[src/rtl/alu_pkg.sv]
// Shared types and constants for the ALU issue controller and its register file.
package alu_pkg;

  localparam int ALU_W     = 16;
  localparam int REG_IDX_W = 2;

  // Sequencer states: wait for a command, drive the ALU, hold the response.
  typedef enum logic [1:0] {
    IDLE  = 2'd0,
    ISSUE = 2'd1,
    RESP  = 2'd2
  } issue_state_t;

  // ALU select codes; the meaning of a code depends on the mode bit.
  localparam logic [3:0] OP_ADD    = 4'b1001;  // mode 1
  localparam logic [3:0] OP_XOR    = 4'b0110;  // mode 0
  localparam logic [3:0] OP_DEC    = 4'b1111;  // mode 1
  localparam logic [3:0] OP_PASS_A = 4'b1111;  // mode 0

endpackage

[src/rtl/alu_regfile.sv]
// 4x16 register file: two asynchronous read ports, one synchronous write port.
module alu_regfile
  import alu_pkg::*;
#(
  parameter int NREGS = 4
) (
  input  logic                 clk,
  input  logic                 rst_n,
  input  logic                 we,
  input  logic [REG_IDX_W-1:0] waddr,
  input  logic [ALU_W-1:0]     wdata,
  input  logic [REG_IDX_W-1:0] raddr_a,
  input  logic [REG_IDX_W-1:0] raddr_b,
  output logic [ALU_W-1:0]     rdata_a,
  output logic [ALU_W-1:0]     rdata_b
);

  logic [ALU_W-1:0] mem [NREGS];

  // Write port; the whole file clears on reset.
  // NOTE: this file is a handful of flops, so resetting every entry is cheap and
  // required; a RAM-backed memory would not be reset this way.
  always_ff @(posedge clk or negedge rst_n) begin
    if (!rst_n) begin
      for (int i = 0; i < NREGS; i++) mem[i] <= '0;
    end else if (we) begin
      mem[waddr] <= wdata;
    end
  end

  assign rdata_a = mem[raddr_a];
  assign rdata_b = mem[raddr_b];

endmodule

[src/rtl/alu_issue_ctrl.sv]
// Command sequencer in front of the 16-bit ALU: reads operands, drives the ALU for
// one cycle, writes the result back, tracks the carry flag and returns a response.
module alu_issue_ctrl
  import alu_pkg::*;
#(
  parameter int NREGS = 4
) (
  input  logic                 clk,
  input  logic                 rst_n,
  // command channel
  input  logic                 cmd_valid,
  output logic                 cmd_ready,
  input  logic                 cmd_load,
  input  logic [ALU_W-1:0]     cmd_imm,
  input  logic                 cmd_mode,
  input  logic [3:0]           cmd_op,
  input  logic [REG_IDX_W-1:0] cmd_src_a,
  input  logic [REG_IDX_W-1:0] cmd_src_b,
  input  logic [REG_IDX_W-1:0] cmd_dst,
  input  logic                 cmd_use_carry,
  // ALU port set
  output logic [ALU_W-1:0]     alu_in_a,
  output logic [ALU_W-1:0]     alu_in_b,
  output logic [3:0]           alu_select,
  output logic                 alu_mode,
  output logic                 alu_carry_in,
  input  logic [ALU_W-1:0]     alu_result,
  input  logic                 alu_carry_out,
  input  logic                 alu_compare,
  // response channel
  output logic                 rsp_valid,
  input  logic                 rsp_ready,
  output logic [ALU_W-1:0]     rsp_data,
  output logic                 rsp_carry,
  output logic                 rsp_compare,
  // architectural state
  output logic                 carry_flag
);

  issue_state_t         state;
  logic                 load_q;
  logic [ALU_W-1:0]     imm_q;
  logic [REG_IDX_W-1:0] dst_q;

  logic [ALU_W-1:0]     rd_a;
  logic [ALU_W-1:0]     rd_b;
  logic                 accept;
  logic                 wb_en;
  logic [ALU_W-1:0]     wb_data;
  logic                 carry_next;

  assign accept = cmd_valid & cmd_ready;
  assign wb_en  = (state == ISSUE);

  // Writeback value and carry flag as they will be at the end of ISSUE.
  // NOTE: every always_comb output gets its default first so no path can
  // leave it unassigned and infer a latch.
  always_comb begin
    wb_data    = load_q ? imm_q : alu_result;
    carry_next = carry_flag;
    if (!load_q && alu_mode) carry_next = alu_carry_out;
  end

  alu_regfile #(.NREGS(NREGS)) u_regfile (
    .clk     (clk),
    .rst_n   (rst_n),
    .we      (wb_en),
    .waddr   (dst_q),
    .wdata   (wb_data),
    .raddr_a (cmd_src_a),
    .raddr_b (cmd_src_b),
    .rdata_a (rd_a),
    .rdata_b (rd_b)
  );

  // Sequencer FSM with all outputs registered; operands are read at accept, so a
  // command whose source equals its destination sees the pre-write value.
  // NOTE: sequential state uses non-blocking assignments so every flop samples
  // the pre-edge values regardless of statement order.
  always_ff @(posedge clk or negedge rst_n) begin
    if (!rst_n) begin
      state        <= IDLE;
      cmd_ready    <= 1'b0;
      load_q       <= 1'b0;
      imm_q        <= '0;
      dst_q        <= '0;
      alu_in_a     <= '0;
      alu_in_b     <= '0;
      alu_select   <= '0;
      alu_mode     <= 1'b0;
      alu_carry_in <= 1'b0;
      rsp_valid    <= 1'b0;
      rsp_data     <= '0;
      rsp_carry    <= 1'b0;
      rsp_compare  <= 1'b0;
      carry_flag   <= 1'b0;
    end else begin
      unique case (state)
        IDLE: begin
          cmd_ready <= 1'b1;
          if (accept) begin
            alu_in_a     <= rd_a;
            alu_in_b     <= rd_b;
            alu_select   <= cmd_op;
            alu_mode     <= cmd_mode;
            alu_carry_in <= cmd_use_carry & carry_flag;
            load_q       <= cmd_load;
            imm_q        <= cmd_imm;
            dst_q        <= cmd_dst;
            cmd_ready    <= 1'b0;
            state        <= ISSUE;
          end
        end
        ISSUE: begin
          rsp_data    <= wb_data;
          rsp_compare <= load_q ? 1'b0 : alu_compare;
          carry_flag  <= carry_next;
          rsp_carry   <= carry_next;
          rsp_valid   <= 1'b1;
          state       <= RESP;
        end
        RESP: begin
          if (rsp_ready) begin
            rsp_valid <= 1'b0;
            cmd_ready <= 1'b1;
            state     <= IDLE;
          end
        end
        default: state <= IDLE;
      endcase
    end
  end

endmodule

[config.mk]
export PLATFORM = sky130hd
export DESIGN_NAME = alu_issue_ctrl
export DESIGN_NICKNAME = d
export VERILOG_FILES = /design/src/rtl/alu_pkg.sv /design/src/rtl/alu_regfile.sv /design/src/rtl/alu_issue_ctrl.sv
export SDC_FILE = /design/constraint.sdc
export NUM_CORES = 1
export LEC_CHECK = 0
export ABC_AREA = 1
export CAP_MARGIN = 20
export CORE_ASPECT_RATIO = 1.4
export CORE_MARGIN = 5
export CORE_UTILIZATION = 30
export CTS_CLUSTER_DIAMETER = 150
export DETAILED_ROUTE_END_ITERATION = 12
export PLACE_DENSITY = 0.52
export SLEW_MARGIN = 20
export SYNTH_ARGS = -nofsm -noshare
export SYNTH_HDL_FRONTEND = slang
export SYNTH_SLANG_ARGS = --single-unit
[constraint.sdc]
create_clock -name clk -period 1.25 [get_ports clk]
set_input_delay 0.375 -clock clk [delete_from_list [all_inputs] [get_ports clk]]
set_output_delay 0.375 -clock clk [all_outputs]
set_load 0.01 [all_outputs]
==> run summary, run 1 <==
Critical Path End Type: output port
DRT Pass-1 Iters: 6
nets@finish: 1130
DR vias/cell: 4.510
failing checks: negative setup slack
Area growth syn-to-layout: 53.44%
CP Class: reg2out
WL met3: 738 um
worst clock skew: 0.008509 ns
pre-CTS WS: -0.3871 ns
buffers plus inverters on the worst setup path: 1
die width: 138 um
cell area after synthesis: 6882 um^2
DP Wirelength: 12850 um
fill count: 2299
worst slew pin tran: 0.3365 ns
Reg-to-Reg Start: state[1]
Critical Path Fanout Max: 2
Worst-path clk slew: 0.06 ns
core footprint: 22610 um^2
Antenna Cells: 0
max-cap violation count: 0
first-pass GRT wire length: 34050 um
met2 routed WL: 11830 um
clock root buffer: clkbuf_16
Yosys reg bits: 143
FF-to-FF setup slack: -0.13 ns
cells after synthesis: 891
vias in the first global route: 6396
H-Tree Depth: 4
proportion of layout cells with a drive suffix above 1: 0.3196
worst hold path type: in2async
FP Rows: 65
CTS tree: yes
fin crit period: 1.392 ns
largest net degree at the start of global routing: 45
Via Count: 6282
cell family with most CP delay: flip-flops
RSZ-0062 raised after global routing: yes
port bufs: 109
WL per Instance: 15.89 um
Final Hold Viols: 0
initial core utilization: 0.3044
Layout Utilization: 0.4670
WL met1: 9293 um
residual DRC count: 0
Syn. warnings: 0
Initial DRC Count: 323
status: finished, violations left
count of different cell masters after synthesis: 20
Mapped Nets: 942
Tot Pwr: 27.77 mW
Max VDD drop: 0.0009898 V
reg2reg path depth: 7
f_max: 718.2 MHz
leak pwr: 5.487 nW
Syn Area/Cell: 7.723 um^2
Worst Setup EP: alu_in_a[12]
die height: 189.2 um
Max Slew Vio Count: 0
GRT Total Usage: 0.1621
worst-path cell chain: buf_2
setup ws final: -0.1423 ns
WP depth: 1
Clock Tree Buf Depth: 2
Worst R2R End: u_regfile.mem[23]
total wire length: 22130 um
Seq/Total Area, Yosys: 0.5200
IO Pins: 110
Clock Sinks: 143
Setup violations, final: 187
die area: 26110 um^2
footprint of the multi-input gates: 3209 um^2
total grt overflow: 0
largest stage delay on the critical path: 0.44 ns
TritonCTS Buffers: 17
Final ANT Viol Nets: 0
critical path startpoint category: flip-flop
initial antenna violation count: 0
CP max stage cell: dfrtp_2
Setup crit start: alu_in_a[12]
Final period util: 1.114
hold_ws: 0.3541 ns
Slew Limit Headroom: 0.7757
Pwr Density: 2630 nW/um^2
Top Metal Used: met4
Clk Latency, worst-skew pair: 0.43 ns
GPL Wtd Cong: 0.7844
WP data arrival: 1.02 ns
FF/Latch Area: 3580 um^2
Required @ worst endpoint: 0.88 ns
repair_timing:
action	4_1_cts	5_1_grt
setup buffers	36	21
cloned	11	9
setup endpoints to repair	184	200
hold buffers	1	0
hold endpoints to repair	10	0
gates resized for setup	322	159
pin swaps	14	37
metal layers:
layer | GRT usage | vias to the layer above
li1 | - | 3145
met1 | 0.1986 | 2971
met2 | 0.2874 | 147
met3 | 0.02729 | 19
met4 | 0.05741 | 0
met5 | 0 | -
worst min path at each step:
stage,end,slack [ns],cells past startpoint
5_1_grt,imm_q[1],0.36,2
4_1_cts,imm_q[1],0.33,2
6_report,imm_q[1],0.35,2
2_1_floorplan,alu_carry_in,0.08,0
3_3_place_gp,imm_q[1],0.22,1
3_5_place_dp,imm_q[1],0.22,1
cell usage in the layout, fill, tap and decap left out, types with 24 or more instances in the layout:
cell type	instances
nand2_1	340
dfrtp_1	142
inv_1	74
nand3_1	65
nand2_2	61
buf_4	60
o21ai_1	57
clkdlybuf4s50_1	49
nand2_4	42
buf_2	39
buf_6	28
buf_12	27
o21ai_2	26
clkbuf_16	24
layout make-up:
class | instances | area share
Multi-Input combinational cell | 620 | 0.3039
Sequential cell | 143 | 0.3390
Inverter | 77 | 0.02986
Timing Repair Buffer | 220 | 0.2273
Tap cell | 301 | 0.03567
Clock inverter | 13 | 0.02228
Clock buffer | 19 | 0.04195
Yosys cell counts (all sizes together):
| cell type | instances | area share |
|---|---|---|
| and2 | 16 | 0.017 |
| dfrtp | 143 | 0.52 |
| nor2 | 3 | 0.0027 |
| nand2 | 443 | 0.24 |
| o21ai | 87 | 0.068 |
| nand3 | 71 | 0.055 |
| buf | 48 | 0.052 |
| clkbuf | 3 | 0.0018 |
| inv | 77 | 0.042 |
report_power, final:
part / leakage (nW) / switching (mW) / internal, mW
Sequential: 1.75 / 1.42 / 6.93
Clock: 0.324 / 2.04 / 3.81
Combinational: 3.42 / 6.95 / 6.62
Total: 5.49 / 10.4 / 17.4
sequential cells by signal (all words and copies together), names as in the netlist, 2 cells and up:
name	flops
alu_in_a	16
alu_in_b	16
alu_select	4
dst_q	2
imm_q	16
rsp_data	16
state	2
u_regfile.mem	64
kinds of logic (layout without fill, tap and decap cells):
logic type | count (synthesis) | in the layout | synth area share
AND/OR/NAND/NOR | 533 | 533 | 0.3164
buffers and inverters | 128 | 329 | 0.09600
flip-flops | 143 | 143 | 0.5200
AO/OA/AOI/OAI | 87 | 87 | 0.06764
stage by stage:
stage | instance area (um^2) | setup TNS, ns | cells
detailed placement | 8504 | -26.04 | 1288
global route | 10560 | -24.08 | 1393
CTS | 9742 | -17.96 | 1368
finish | 10560 | -12.37 | 1393
global placement | 8504 | -24.76 | 1288
floorplan | 6882 | 0 | 891
No activity file was read; power rests on OpenSTA's default activity.
==> run 2: changes to the inputs <==
Settings changed: PLACE_DENSITY 0.52 to 0.54.
Clock period 1.25 ns to 1.2 ns, I/O delays scaled along.
==> run summary, run 2 (synthesis gave the netlist of run 1 again) <==
max-cap violation count: 0 (unchanged)
worst clock skew: 0.009874 ns (+0.001365 ns)
critical path startpoint category: flip-flop
FP Rows: 65 (unchanged)
vias in the first global route: 6154 (-3.8%)
largest stage delay on the critical path: 0.45 ns (about the same)
initial core utilization: 0.3044 (unchanged)
commonest non-fill, non-tap cell in the layout: nand2_1
CP Class: reg2reg
leading cell types in the layout, fill and taps excluded: nand2_1, dfrtp_1, inv_1
Initial DRC Count: 336 (+4.0%)
pre-CTS WS: -0.4354 ns (-0.04829 ns)
DR vias/cell: 4.592 (+1.8%)
Setup violations, final: 201 (+7.5%)
WP data arrival: 1.71 ns (+0.69 ns)
die height: 189.2 um (unchanged)
max reg flops: 64 (unchanged)
die area: 26110 um^2 (unchanged)
worst hold path type: in2async
largest net degree at the start of global routing: 37 (-18%)
Clock Tree Buf Depth: 2 (unchanged)
first-pass GRT wire length: 34820 um (+2.3%)
buffers plus inverters on the worst setup path: 3 (+2)
die width: 138 um (unchanged)
f_max: 720.2 MHz
leak pwr: 5.432 nW (-1.0%)
hold_ws: 0.3450 ns (-0.009081 ns)
Clock Sinks: 143 (unchanged)
clock root buffer: clkbuf_16
placed cell areas: 8519 um^2 (+0.18%)
status: finished, violations left
IO Pins: 110 (unchanged)
Via Count: 6456 (+2.8%)
GRT Total Usage: 0.1689 (+0.006796)
proportion of layout cells with a drive suffix above 1: 0.3403 (+0.02067)
RSZ-0062 raised after global routing: yes
Slew Limit Headroom: 0.7841 (+0.008385)
CP max stage cell: dfrtp_2
Area growth syn-to-layout: 54.67%
Max Slew Vio Count: 0 (unchanged)
Critical Path Fanout Max: 6 (+4)
Final ANT Viol Nets: 0 (unchanged)
FF/Latch Area: 3580 um^2 (unchanged)
Antenna Cells: 0 (unchanged)
GPL Wtd Cong: 0.8017 (+2.2%)
CTS tree: yes
Worst-path clk slew: 0.07 ns (about the same)
Required @ worst endpoint: 1.52 ns (+0.64 ns)
setup ws final: -0.1884 ns (-0.04612 ns)
footprint of the multi-input gates: 3259 um^2 (+1.6%)
port bufs: 109 (unchanged)
Max VDD drop: 0.001125 V (+14%)
Layout Utilization: 0.4708 (+0.003763)
Final Hold Viols: 0 (unchanged)
residual DRC count: 0 (unchanged)
nets@finish: 1143 (+1.2%)
TritonCTS Buffers: 17 (unchanged)
initial antenna violation count: 0 (unchanged)
DP Wirelength: 12750 um (-0.74%)
cell family with most CP delay: buffers and inverters
DRT Pass-1 Iters: 5 (-1)
Top reg by flops: u_regfile.mem
Pwr Density: 2707 nW/um^2 (+2.9%)
total grt overflow: 0 (unchanged)
fill count: 2292 (-0.30%)
H-Tree Depth: 4 (unchanged)
Final period util: 1.157
WL per Instance: 16.80 um (+5.7%)
fin crit period: 1.388 ns
core footprint: 22610 um^2 (unchanged)
worst-path cell chain: nor2_4 -> nand3_4 -> buf_8 -> buf_12 -> clkbuf_16 -> nand2_2 -> nand2_1
failing checks: negative setup slack
total wire length: 23610 um (+6.7%)
Clk Latency, worst-skew pair: 0.43 ns (about the same)
post-route cell area: 10640 um^2 (+0.81%)
Critical Path End Type: flip-flop
worst slew pin tran: 0.3239 ns (-0.01258 ns)
[run 2: cell count changes in the layout (fill, tap and decap cells not counted), sizes merged]
| cell | change |
|---|---|
| bufinv | -5 |
| inv | +8 |
| clkinv | -1 |
| buf | +10 |
| bufbuf | +1 |
| clkbuf | -3 |
| clkinvlp | +3 |
[run 2: cell type report]
| type | instances | area share |
|---|---|---|
| clock inverters | 15 | 0.01446 |
| well taps | 301 | 0.03538 |
| repair inverters | 3 | 0.003644 |
| inverters | 77 | 0.03009 |
| flip-flops and latches | 143 | 0.3363 |
| multi-input cells | 620 | 0.3062 |
| repair buffers | 230 | 0.2339 |
| clock buffers | 17 | 0.03997 |
[run 2: path summary, 6_finish.rpt]
kind | from | endpoint | slack [ns] | depth (start not counted)
setup / recovery | state[1] | alu_in_b[1] | -0.19 | 7
hold / removal | rst_n | rsp_data[0] | 0.34 | 2
setup reg to reg | state[1] | alu_in_b[1] | -0.19 | 7
hold reg to reg | imm_q[12] | imm_q[12] | 0.48 | 2
max in group asynchronous | rst_n | alu_in_a[9] | 0.37 | 3
min in group clk | cmd_imm[6] | imm_q[6] | 0.46 | 3
[run 2: per-layer routing]
metal	vias to the layer above	routed length, um	track usage	part of all wire
li1	3169	-	-	-
met1	3011	9556	0.2070	0.40
met2	222	12200	0.2908	0.52
met3	54	1088	0.03284	0.046
met4	0	767	0.07072	0.032
met5	-	0	0	0
[run 2: power breakdown]
group	total [mW]	switching, mW	internal, mW
Combinational	14.7	7.47	7.21
Sequential	8.90	1.68	7.22
Clock	5.23	2.30	2.92
Total	28.8	11.5	17.4
[run 2: repair_timing]
action,4_1_cts,5_1_grt
buffers inserted,34,30
gates cloned,15,10
hold buffers,1,0
endpoints found under the setup margin,183,201
hold endpoints to repair,16,0
pin swaps,3,31
resized for setup,313,204
[run 2: through the flow]
step / setup TNS [ns] / cells / power, mW
4_1_cts: -25.92 / 1377 / 26.28
2_1_floorplan: 0 / 891 / 14.39
6_report: -24.11 / 1406 / 28.81
3_5_place_dp: -32.39 / 1295 / 18.78
3_3_place_gp: -30.91 / 1295 / 18.65
5_1_grt: -35.02 / 1406 / 30.82
==> run 3: changes to the inputs <==
Settings changed: CORE_UTILIZATION 30 to 49, PLACE_DENSITY 0.54 to 0.79.
==> run summary, run 3 (synthesis gave the netlist of run 1 again) <==
Clk Latency, worst-skew pair: 0.43 ns (about the same)
core footprint: 13850 um^2 (-39%)
CP Class: reg2reg
cell family with most CP delay: buffers and inverters
port bufs: 109 (unchanged)
GPL Wtd Cong: 0.8210 (+2.4%)
Initial DRC Count: 760 (+130%)
die width: 110.2 um (-20%)
Final ANT Viol Nets: 0 (unchanged)
commonest non-fill, non-tap cell in the layout: nand2_1
Final period util: 1.182 (+0.02531)
Final Hold Viols: 0 (unchanged)
failing checks: negative setup slack
initial core utilization: 0.4970 (+0.1926)
nets@finish: 1139 (-0.35%)
die area: 16550 um^2 (-37%)
proportion of layout cells with a drive suffix above 1: 0.3887 (+0.04847)
busiest grt layer: met2
Max Slew Vio Count: 0 (unchanged)
worst-path cell chain: inv_2 -> nor2_4 -> buf_12 -> nand3_4 -> buf_16 -> nand2_2 -> o21ai_2
vias in the first global route: 6738 (+9.5%)
placed cell areas: 8402 um^2 (-1.4%)
status: finished, violations left
IO Pins: 110 (unchanged)
DRT Pass-1 Iters: 9 (+4)
Clock Tree Buf Depth: 2 (unchanged)
buffers plus inverters on the worst setup path: 3 (unchanged)
leak pwr: 5.555 nW (+2.3%)
pre-CTS WS: -0.3756 ns (+0.05982 ns)
Reg-to-Reg Start: state[0]
fin crit period: 1.419 ns (+0.03038 ns)
worst hold path type: in2async
die height: 150.2 um (-21%)
post-route cell area: 10760 um^2 (+1.1%)
Antenna Cells: 0 (unchanged)
DR vias/cell: 5.636 (+23%)
Setup violations, final: 197 (-2.0%)
first-pass GRT wire length: 33990 um (-2.4%)
f_max: 704.8 MHz (-2.1%)
clock root buffer: clkbuf_16
GRT Total Usage: 0.2688 (+0.09984)
DP Wirelength: 11420 um (-10%)
total grt overflow: 0 (unchanged)
CTS tree: yes
Via Count: 7248 (+12%)
leading cell types in the layout, fill and taps excluded: nand2_1, dfrtp_1, nand2_2
largest net degree at the start of global routing: 38 (+2.7%)
FP Rows: 51 (-22%)
hold_ws: 0.3701 ns (+0.02515 ns)
met3 Usage GRT: 0.04033 (+0.007481)
fill count: 813 (-65%)
setup ws final: -0.2188 ns (-0.03038 ns)
H-Tree Depth: 4 (unchanged)
Slew Limit Headroom: 0.7570 (-0.02704)
Pwr Density: 2826 nW/um^2 (+4.4%)
CP max stage cell: dfrtp_1
TNS Setup: -25.87 ns (-1.763 ns)
RSZ-0062 raised after global routing: yes
Area growth syn-to-layout: 56.35%
worst clock skew: 0.01118 ns (+0.001308 ns)
TritonCTS Buffers: 17 (unchanged)
Top reg by flops: u_regfile.mem
critical path startpoint category: flip-flop
max reg flops: 64 (unchanged)
WP data arrival: 1.72 ns (about the same)
Max VDD drop: 0.001564 V (+39%)
largest stage delay on the critical path: 0.41 ns (-0.04 ns)
Tot Pwr: 30.40 mW (+5.5%)
Clock Sinks: 143 (unchanged)
residual DRC count: 0 (unchanged)
total wire length: 26340 um (+12%)
initial antenna violation count: 0 (unchanged)
max-cap violation count: 0 (unchanged)
Required @ worst endpoint: 1.51 ns (about the same)
met2 GRT Util: 0.4711 (+0.1804)
WL per Instance: 20.48 um (+22%)
Worst-path clk slew: 0.06 ns (about the same)
Critical Path Fanout Max: 8 (+2)
Critical Path End Type: flip-flop
worst slew pin tran: 0.3645 ns (+0.04057 ns)
M1 GR Usage: 0.3220 (+0.1151)
Setup crit start: state[0]
[run 3: cell types whose count changed in the layout (fill, tap and decap cells not counted), sizes merged]
| cell | change |
|---|---|
| buf | -5 |
| bufbuf | -1 |
| bufinv | +1 |
| clkbuf | +10 |
| clkinv | +2 |
| clkinvlp | -1 |
| inv | -10 |
[run 3: area by class of cell]
type                       count  area [um^2]  share of cell area
clock buffer                  22        484.2             0.04501
clock inverter                10        110.1             0.01023
inverter                      77        311.5             0.02896
multi-input combinational    620         3537              0.3288
sequential                   143         3580              0.3327
tap                          185        231.5             0.02151
timing repair buffer         229         2505              0.2328
[run 3: worst paths after layout]
path,end,slack (ns),cells past startpoint
max,u_regfile.mem[32],-0.22,7
min reg2reg,imm_q[8],0.49,2
min in group clk,imm_q[9],0.46,3
min,rsp_data[1],0.37,2
max reg2reg,u_regfile.mem[32],-0.22,7
max in group asynchronous,u_regfile.mem[18],0.32,3
[run 3: timing repair]
item	4_1_cts	5_1_grt
gates resized for setup	365	210
buffers inserted	24	24
setup endpoints to repair	196	201
pin swaps	3	42
hold buffers	1	0
endpoints found under the hold margin	20	0
gates cloned	12	14
[run 3: per-layer routing]
metal,up-vias,part of all wire,routed length (um)
li1,3150,-,-
met1,3398,0.33,8692
met2,507,0.50,13230
met3,193,0.093,2448
met4,0,0.075,1972
met5,-,0,0
[run 3: where the power goes]
| group | switching, mW | internal [mW] |
|---|---|---|
| combinational | 8.48 | 7.34 |
| clock | 2.08 | 3.26 |
| sequential | 2.01 | 7.22 |
| total | 12.6 | 17.8 |
[run 3: metrics by stage]
step	util	instances
finish	0.7770	1286
CTS	0.6907	1250
floorplan	-	891
global route	0.7770	1286
global placement	0.6068	1181
detailed placement	0.6068	1181
